===== config.mk =====
export PLATFORM = sky130hd
export DESIGN_NAME = meio_somador_flat
export DESIGN_NICKNAME = d
export VERILOG_FILES = /design/src/rtl/meio_somador_pkg.sv /design/src/rtl/meio_somador_if.sv /design/src/rtl/meio_somador_cell.sv /design/src/rtl/meio_somador.sv /design/src/flat_wrapper.sv
export SDC_FILE = /design/constraint.sdc
export NUM_CORES = 1
export LEC_CHECK = 0
export CAP_MARGIN = 20
export CORE_MARGIN = 4
export CORE_UTILIZATION = 46
export DETAILED_ROUTE_END_ITERATION = 10
export GPL_TIMING_DRIVEN = 0
export PLACE_DENSITY = 0.83
export SLEW_MARGIN = 20
export SYNTH_ARGS = -nofsm -noshare
export SYNTH_HDL_FRONTEND = slang
export SYNTH_SLANG_ARGS = --single-unit

===== constraint.sdc =====
create_clock -name clk -period 2.4 [get_ports clk]
set_input_delay 0.6 -clock clk [delete_from_list [all_inputs] [get_ports clk]]
set_output_delay 0.6 -clock clk [all_outputs]
set_load 0.05 [all_outputs]

===== src/rtl/meio_somador_pkg.sv =====
`default_nettype none
// +------------------------------------------------------------------+
// | meio_somador_pkg : shared mode encodings and counter default.     |
// | Rev 1.0                                                           |
// +------------------------------------------------------------------+
package meio_somador_pkg;

    localparam logic MODE_LANES    = 1'b0;
    localparam logic MODE_CHAIN    = 1'b1;
    localparam int   CNT_W_DEFAULT = 16;

endpackage : meio_somador_pkg
`default_nettype wire


===== src/rtl/meio_somador_if.sv =====
`default_nettype none
// +------------------------------------------------------------------+
// | meio_somador_if : operand/result bundle for the half-adder block. |
// | Rev 1.0                                                           |
// +------------------------------------------------------------------+
interface meio_somador_if
    import meio_somador_pkg::*;
#(
    parameter int WIDTH = 1,
    parameter int CNT_W = CNT_W_DEFAULT
);
    logic             in_valid;
    logic             mode;
    logic [WIDTH-1:0] A;
    logic [WIDTH-1:0] B;
    logic [WIDTH-1:0] S;
    logic [WIDTH-1:0] C;
    logic             out_valid;
    logic [CNT_W-1:0] carry_cnt;

    modport master (
        output in_valid, mode, A, B,
        input  S, C, out_valid, carry_cnt
    );

    modport slave (
        input  in_valid, mode, A, B,
        output S, C, out_valid, carry_cnt
    );
endinterface : meio_somador_if
`default_nettype wire


===== src/rtl/meio_somador_cell.sv =====
`default_nettype none
// +------------------------------------------------------------------+
// | half_adder_cell : one lane; cin only participates when chained.   |
// | Rev 1.0                                                           |
// +------------------------------------------------------------------+
module half_adder_cell (
    input  wire logic a,
    input  wire logic b,
    input  wire logic cin,
    input  wire logic chain_en,
    output logic      s,
    output logic      cout
);
    logic w_cin_eff;
    logic w_prop;

    assign w_cin_eff = cin & chain_en;
    assign w_prop    = a ^ b;
    assign s         = w_prop ^ w_cin_eff;
    assign cout      = (a & b) | (w_prop & w_cin_eff);
endmodule : half_adder_cell
`default_nettype wire


===== src/rtl/meio_somador.sv =====
`default_nettype none
// +------------------------------------------------------------------+
// | meio_somador : registered lane-parallel half adder, optional      |
// | ripple chaining, saturating carry-event counter.    Rev 1.0       |
// +------------------------------------------------------------------+
module meio_somador
    import meio_somador_pkg::*;
#(
    parameter int WIDTH = 1,
    parameter int CNT_W = CNT_W_DEFAULT
) (
    input  wire logic          clk,
    input  wire logic          rst_n,
    meio_somador_if.slave      bus
);
    logic [WIDTH-1:0] w_s;
    logic [WIDTH-1:0] w_c;
    logic             w_chain_en;

    logic [WIDTH-1:0] r_s;
    logic [WIDTH-1:0] r_c;
    logic             r_valid;
    logic [CNT_W-1:0] r_cnt;

    assign w_chain_en = (bus.mode == MODE_CHAIN);

    // Each lane owns its carry nets so the ripple is a plain chain of scalars.
    genvar i;
    generate
        for (i = 0; i < WIDTH; i++) begin : g_lane
            logic w_cin;
            logic w_cout;
            logic w_sum;

            if (i == 0) begin : g_first
                assign w_cin = 1'b0;
            end else begin : g_rest
                assign w_cin = g_lane[i-1].w_cout;
            end

            half_adder_cell u_cell (
                .a        (bus.A[i]),
                .b        (bus.B[i]),
                .cin      (w_cin),
                .chain_en (w_chain_en),
                .s        (w_sum),
                .cout     (w_cout)
            );

            assign w_s[i] = w_sum;
            assign w_c[i] = w_cout;
        end
    endgenerate

    always_ff @(posedge clk) begin
        if (!rst_n) begin
            r_s     <= '0;
            r_c     <= '0;
            r_valid <= 1'b0;
            r_cnt   <= '0;
        end else begin
            r_valid <= bus.in_valid;
            if (bus.in_valid) begin
                r_s <= w_s;
                r_c <= w_c;
                if ((|w_c) && (r_cnt != {CNT_W{1'b1}})) begin
                    r_cnt <= r_cnt + CNT_W'(1);
                end
            end
        end
    end

    assign bus.S         = r_s;
    assign bus.C         = r_c;
    assign bus.out_valid = r_valid;
    assign bus.carry_cnt = r_cnt;
endmodule : meio_somador
`default_nettype wire


===== src/flat_wrapper.sv =====
// flat-port wrapper written by rule: the top's interface ports become plain ports
module meio_somador_flat import meio_somador_pkg::*;
#(
    parameter int WIDTH = 1,
    parameter int CNT_W = CNT_W_DEFAULT
)
  (clk, rst_n, bus_in_valid, bus_mode, bus_A, bus_B, bus_S, bus_C, bus_out_valid, bus_carry_cnt);
  meio_somador_if #(.WIDTH(WIDTH), .CNT_W(CNT_W)) bus_i ();
  input  wire logic clk;
  input  wire logic rst_n;
  input wire logic [$bits(bus_i.in_valid)-1:0] bus_in_valid;
  input wire logic [$bits(bus_i.mode)-1:0] bus_mode;
  input wire logic [$bits(bus_i.A)-1:0] bus_A;
  input wire logic [$bits(bus_i.B)-1:0] bus_B;
  output wire logic [$bits(bus_i.S)-1:0] bus_S;
  output wire logic [$bits(bus_i.C)-1:0] bus_C;
  output wire logic [$bits(bus_i.out_valid)-1:0] bus_out_valid;
  output wire logic [$bits(bus_i.carry_cnt)-1:0] bus_carry_cnt;
  assign bus_i.in_valid = bus_in_valid;
  assign bus_i.mode = bus_mode;
  assign bus_i.A = bus_A;
  assign bus_i.B = bus_B;
  assign bus_S = bus_i.S;
  assign bus_C = bus_i.C;
  assign bus_out_valid = bus_i.out_valid;
  assign bus_carry_cnt = bus_i.carry_cnt;
  meio_somador #(.WIDTH(WIDTH), .CNT_W(CNT_W)) u_core (.clk(clk), .rst_n(rst_n), .bus(bus_i));
endmodule

==> impl_metrics.tcl <==
set metrics [dict create \
    seq_area_frac_synth_pct 41.0 \
    synth_cell_types 32 \
    drv_slew 0 \
    ys_warn_count 0 \
    die_area_mm2 0.00280 \
    clk_latency_ps 300 \
    synth.largest_area_cell "dfxtp_1" \
    reg2reg_to "u_core.bus.carry_cnt[7]" \
    die_w_um 52.9 \
    hp-class "flip-flop to flip-flop" \
    cp_max_fo 7 \
    nFillCells 146 \
    grt_setup_unrepaired "no" \
    fp.dieH_um 52.9 \
    drv_cap 0 \
    outcome "finished, final reports clean" \
    globalRouteMet2Util_pct 30.6 \
    drtIter0Drc 48 \
    yosysTopAreaCellShare_pct 41.0 \
    dpl_cell_area_mm2 0.00119 \
    startpoint_type "input pin" \
    grt_pass1_wl_um 3980 \
    nNetsFinal 144 \
    final_cell_mix "clkdlybuf4s50_1 (20), dfxtp_1 (19), a21oi_1 (9), nand3_1 (7), nand2_1 (7)" \
    place.gp.congestion 0.819 \
    antenna_found_initial 0 \
    critical_path_arrival_ps 2470 \
    grt-ovfl-total 0 \
    io-pin-count 25 \
    max_slew_margin_pct 63.5 \
    wl_per_cell_um 13.8 \
    min_period_over_period_pct 93.4 \
    path_clk_slew_ps 110 \
    grt_start_max_net_pins 11 \
    synth_edf_count 0 \
    p_leak_nw 0.386 \
    synthArstFlopShare_pct 0 \
    fin_area_mm2 0.00123 \
    critPathKind "input pin to flip-flop" \
    grt_use_met3_pct 2.54 \
    start_util_pct 50.9 \
    fmax_mhz 446 \
    synth_top_cells_by_area "dfxtp_1 (41%), a21oi_1 (4.9%), o31ai_1 (4.9%)" \
    worst_pin_slew_ps 544 \
    end_kind "flip-flop" \
    power_w 0.000536 \
    hold_viol_final 0 \
    cts_buffer_depth 2 \
    grtUsageTotal_pct 18.8 \
    r2r-start "u_core.bus.carry_cnt[0]" \
    syn_nets 116 \
    worst_ir_drop_vdd_mv 0.292 \
    dp_hpwl_um 1660 \
    cts_tree "done" \
    dr.pass1.iters 4 \
    fp-row-count 15 \
    finalSetupViolCount 0 \
    core_mm2 0.00182 \
    clock_skew_ps 3.78 \
    cts_buffers 3 \
    required_ps 2630 \
    layout-drive-gt1-share_pct 5.93 \
    top_usage_layer "met2" \
    root_buffer "clkbuf_4" \
    port_buffers 23 \
    htree_levels 1 \
    cp-startpoint "bus_A" \
    wl_um 2220 \
    grt_pass1_vias 869 \
    drc 0 \
    post_cts_buffers 0 \
    vias 947 \
    area_growth_pct 32.7 \
    postSynthAreaPerCell_um2 8.58 \
    power_density_mw_per_mm2 436 \
    synthFlopType "dfxtp_1" \
    finalCriticalPeriod_ps 2240 \
    met1_usage_pct 25.2 \
    synth-seq-cells 19 \
    crit_path_end "u_core.bus.carry_cnt[13]" \
    num_antenna_cells 0 \
    syn_inst 108 \
    clock-sinks 19 \
    ff2ff_setup_slack_ps 160 \
    cts_hold_buffers 0 \
    ant_nets 0 \
    ff2ff_path_depth 6 \
    syn_area_um2 927 \
    final_common_cell "clkdlybuf4s50_1" \
    via_per_inst 5.92 \
]
layer usage:
metal	up-vias	routed length (um)
met4	0	20
met3	2	71
met5	-	0
li1	471	-
met1	451	1060
met2	23	1070
cells by family (layout without fill, tap and decap cells):
kind of cell	after synthesis	count (layout)	share of synthesized area [%]
AND/OR/NAND/NOR	46	46	28.3
multiplexers	4	4	4.32
AO/OA/AOI/OAI	28	28	19.8
adder cells (fa/ha/maj)	2	2	2.70
flip-flops	19	19	41.0
buffers and inverters	9	36	3.78
where the power goes:
| group | switching (W) | internal, W | total, W | leakage, nW |
|---|---|---|---|---|
| Sequential | 0.00000213 | 0.000319 | 0.000321 | 0.154 |
| Clock | 0.000101 | 0.0000647 | 0.000165 | 0.0150 |
| Combinational | 0.0000321 | 0.0000179 | 0.0000501 | 0.218 |
| Total | 0.000135 | 0.000402 | 0.000536 | 0.386 |
Yosys cell counts, drive strengths merged (2+ instances only):
master  count
or3         4
dfxtp      19
nor2        3
nand3       7
o31ai       6
mux2i       4
clkbuf      4
a21oi       9
nor3        3
o211ai      2
nand2b      3
o21ai       5
inv         4
nand2       8
ha          2
nand4       5
nor4        3
or4         5
metrics by stage:
step | TNS [ps] | std cells | utilization [%] | setup slack [ps] | hold WS (ps)
2_1_floorplan | 0 | 108 | - | 71.7 | 694
6_report | 0 | 160 | 67.6 | 159 | 477
3_5_place_dp | -1520 | 156 | 65.3 | -446 | 463
5_1_grt | 0 | 160 | 67.6 | 24.0 | 510
3_3_place_gp | -1280 | 156 | 65.3 | -419 | 462
4_1_cts | 0 | 160 | 67.6 | 159 | 480
worst max-delay path, cell delays in order:
cell	delay, ps
dlygate4sd2_1	260
ha_4	180
nand2_2	90
or4b_1	530
buf_2	170
or4_1	500
a21oi_1	150
repair_timing:
item / CTS / global route
resized for setup: 6 / 0
endpoints found under the hold margin: 0 / 0
setup endpoints to repair: 5 / 0
cell type report:
type                       count  area [um^2]  share of cell area [%]
clock buffer                   4         26.3                    2.14
inverter                       4         15.0                    1.22
multi-input combinational     80          531                    43.1
sequential                    19          380                    30.9
timing repair buffer          23          226                    18.4
tap                           25         31.3                    2.54
buffer                         5         20.0                    1.63
sequential cells by signal (all words and copies together), names as in the netlist:
name and flops:
u_core.bus.S 1, u_core.bus.carry_cnt 16, u_core.bus.out_valid 1, u_core.bus.C 1
how the worst min path moves through the flow:
| stage | start | to | cells past startpoint |
|---|---|---|---|
| finish | u_core.bus.C | u_core.bus.C | 2 |
| global route | u_core.bus.C | u_core.bus.C | 2 |
| CTS | u_core.bus.C | u_core.bus.C | 2 |
| detailed placement | u_core.bus.C | u_core.bus.C | 2 |
| global placement | u_core.bus.C | u_core.bus.C | 2 |
| floorplan | u_core.bus.C | u_core.bus.C | 2 |
(Power assumes the default switching activity.)
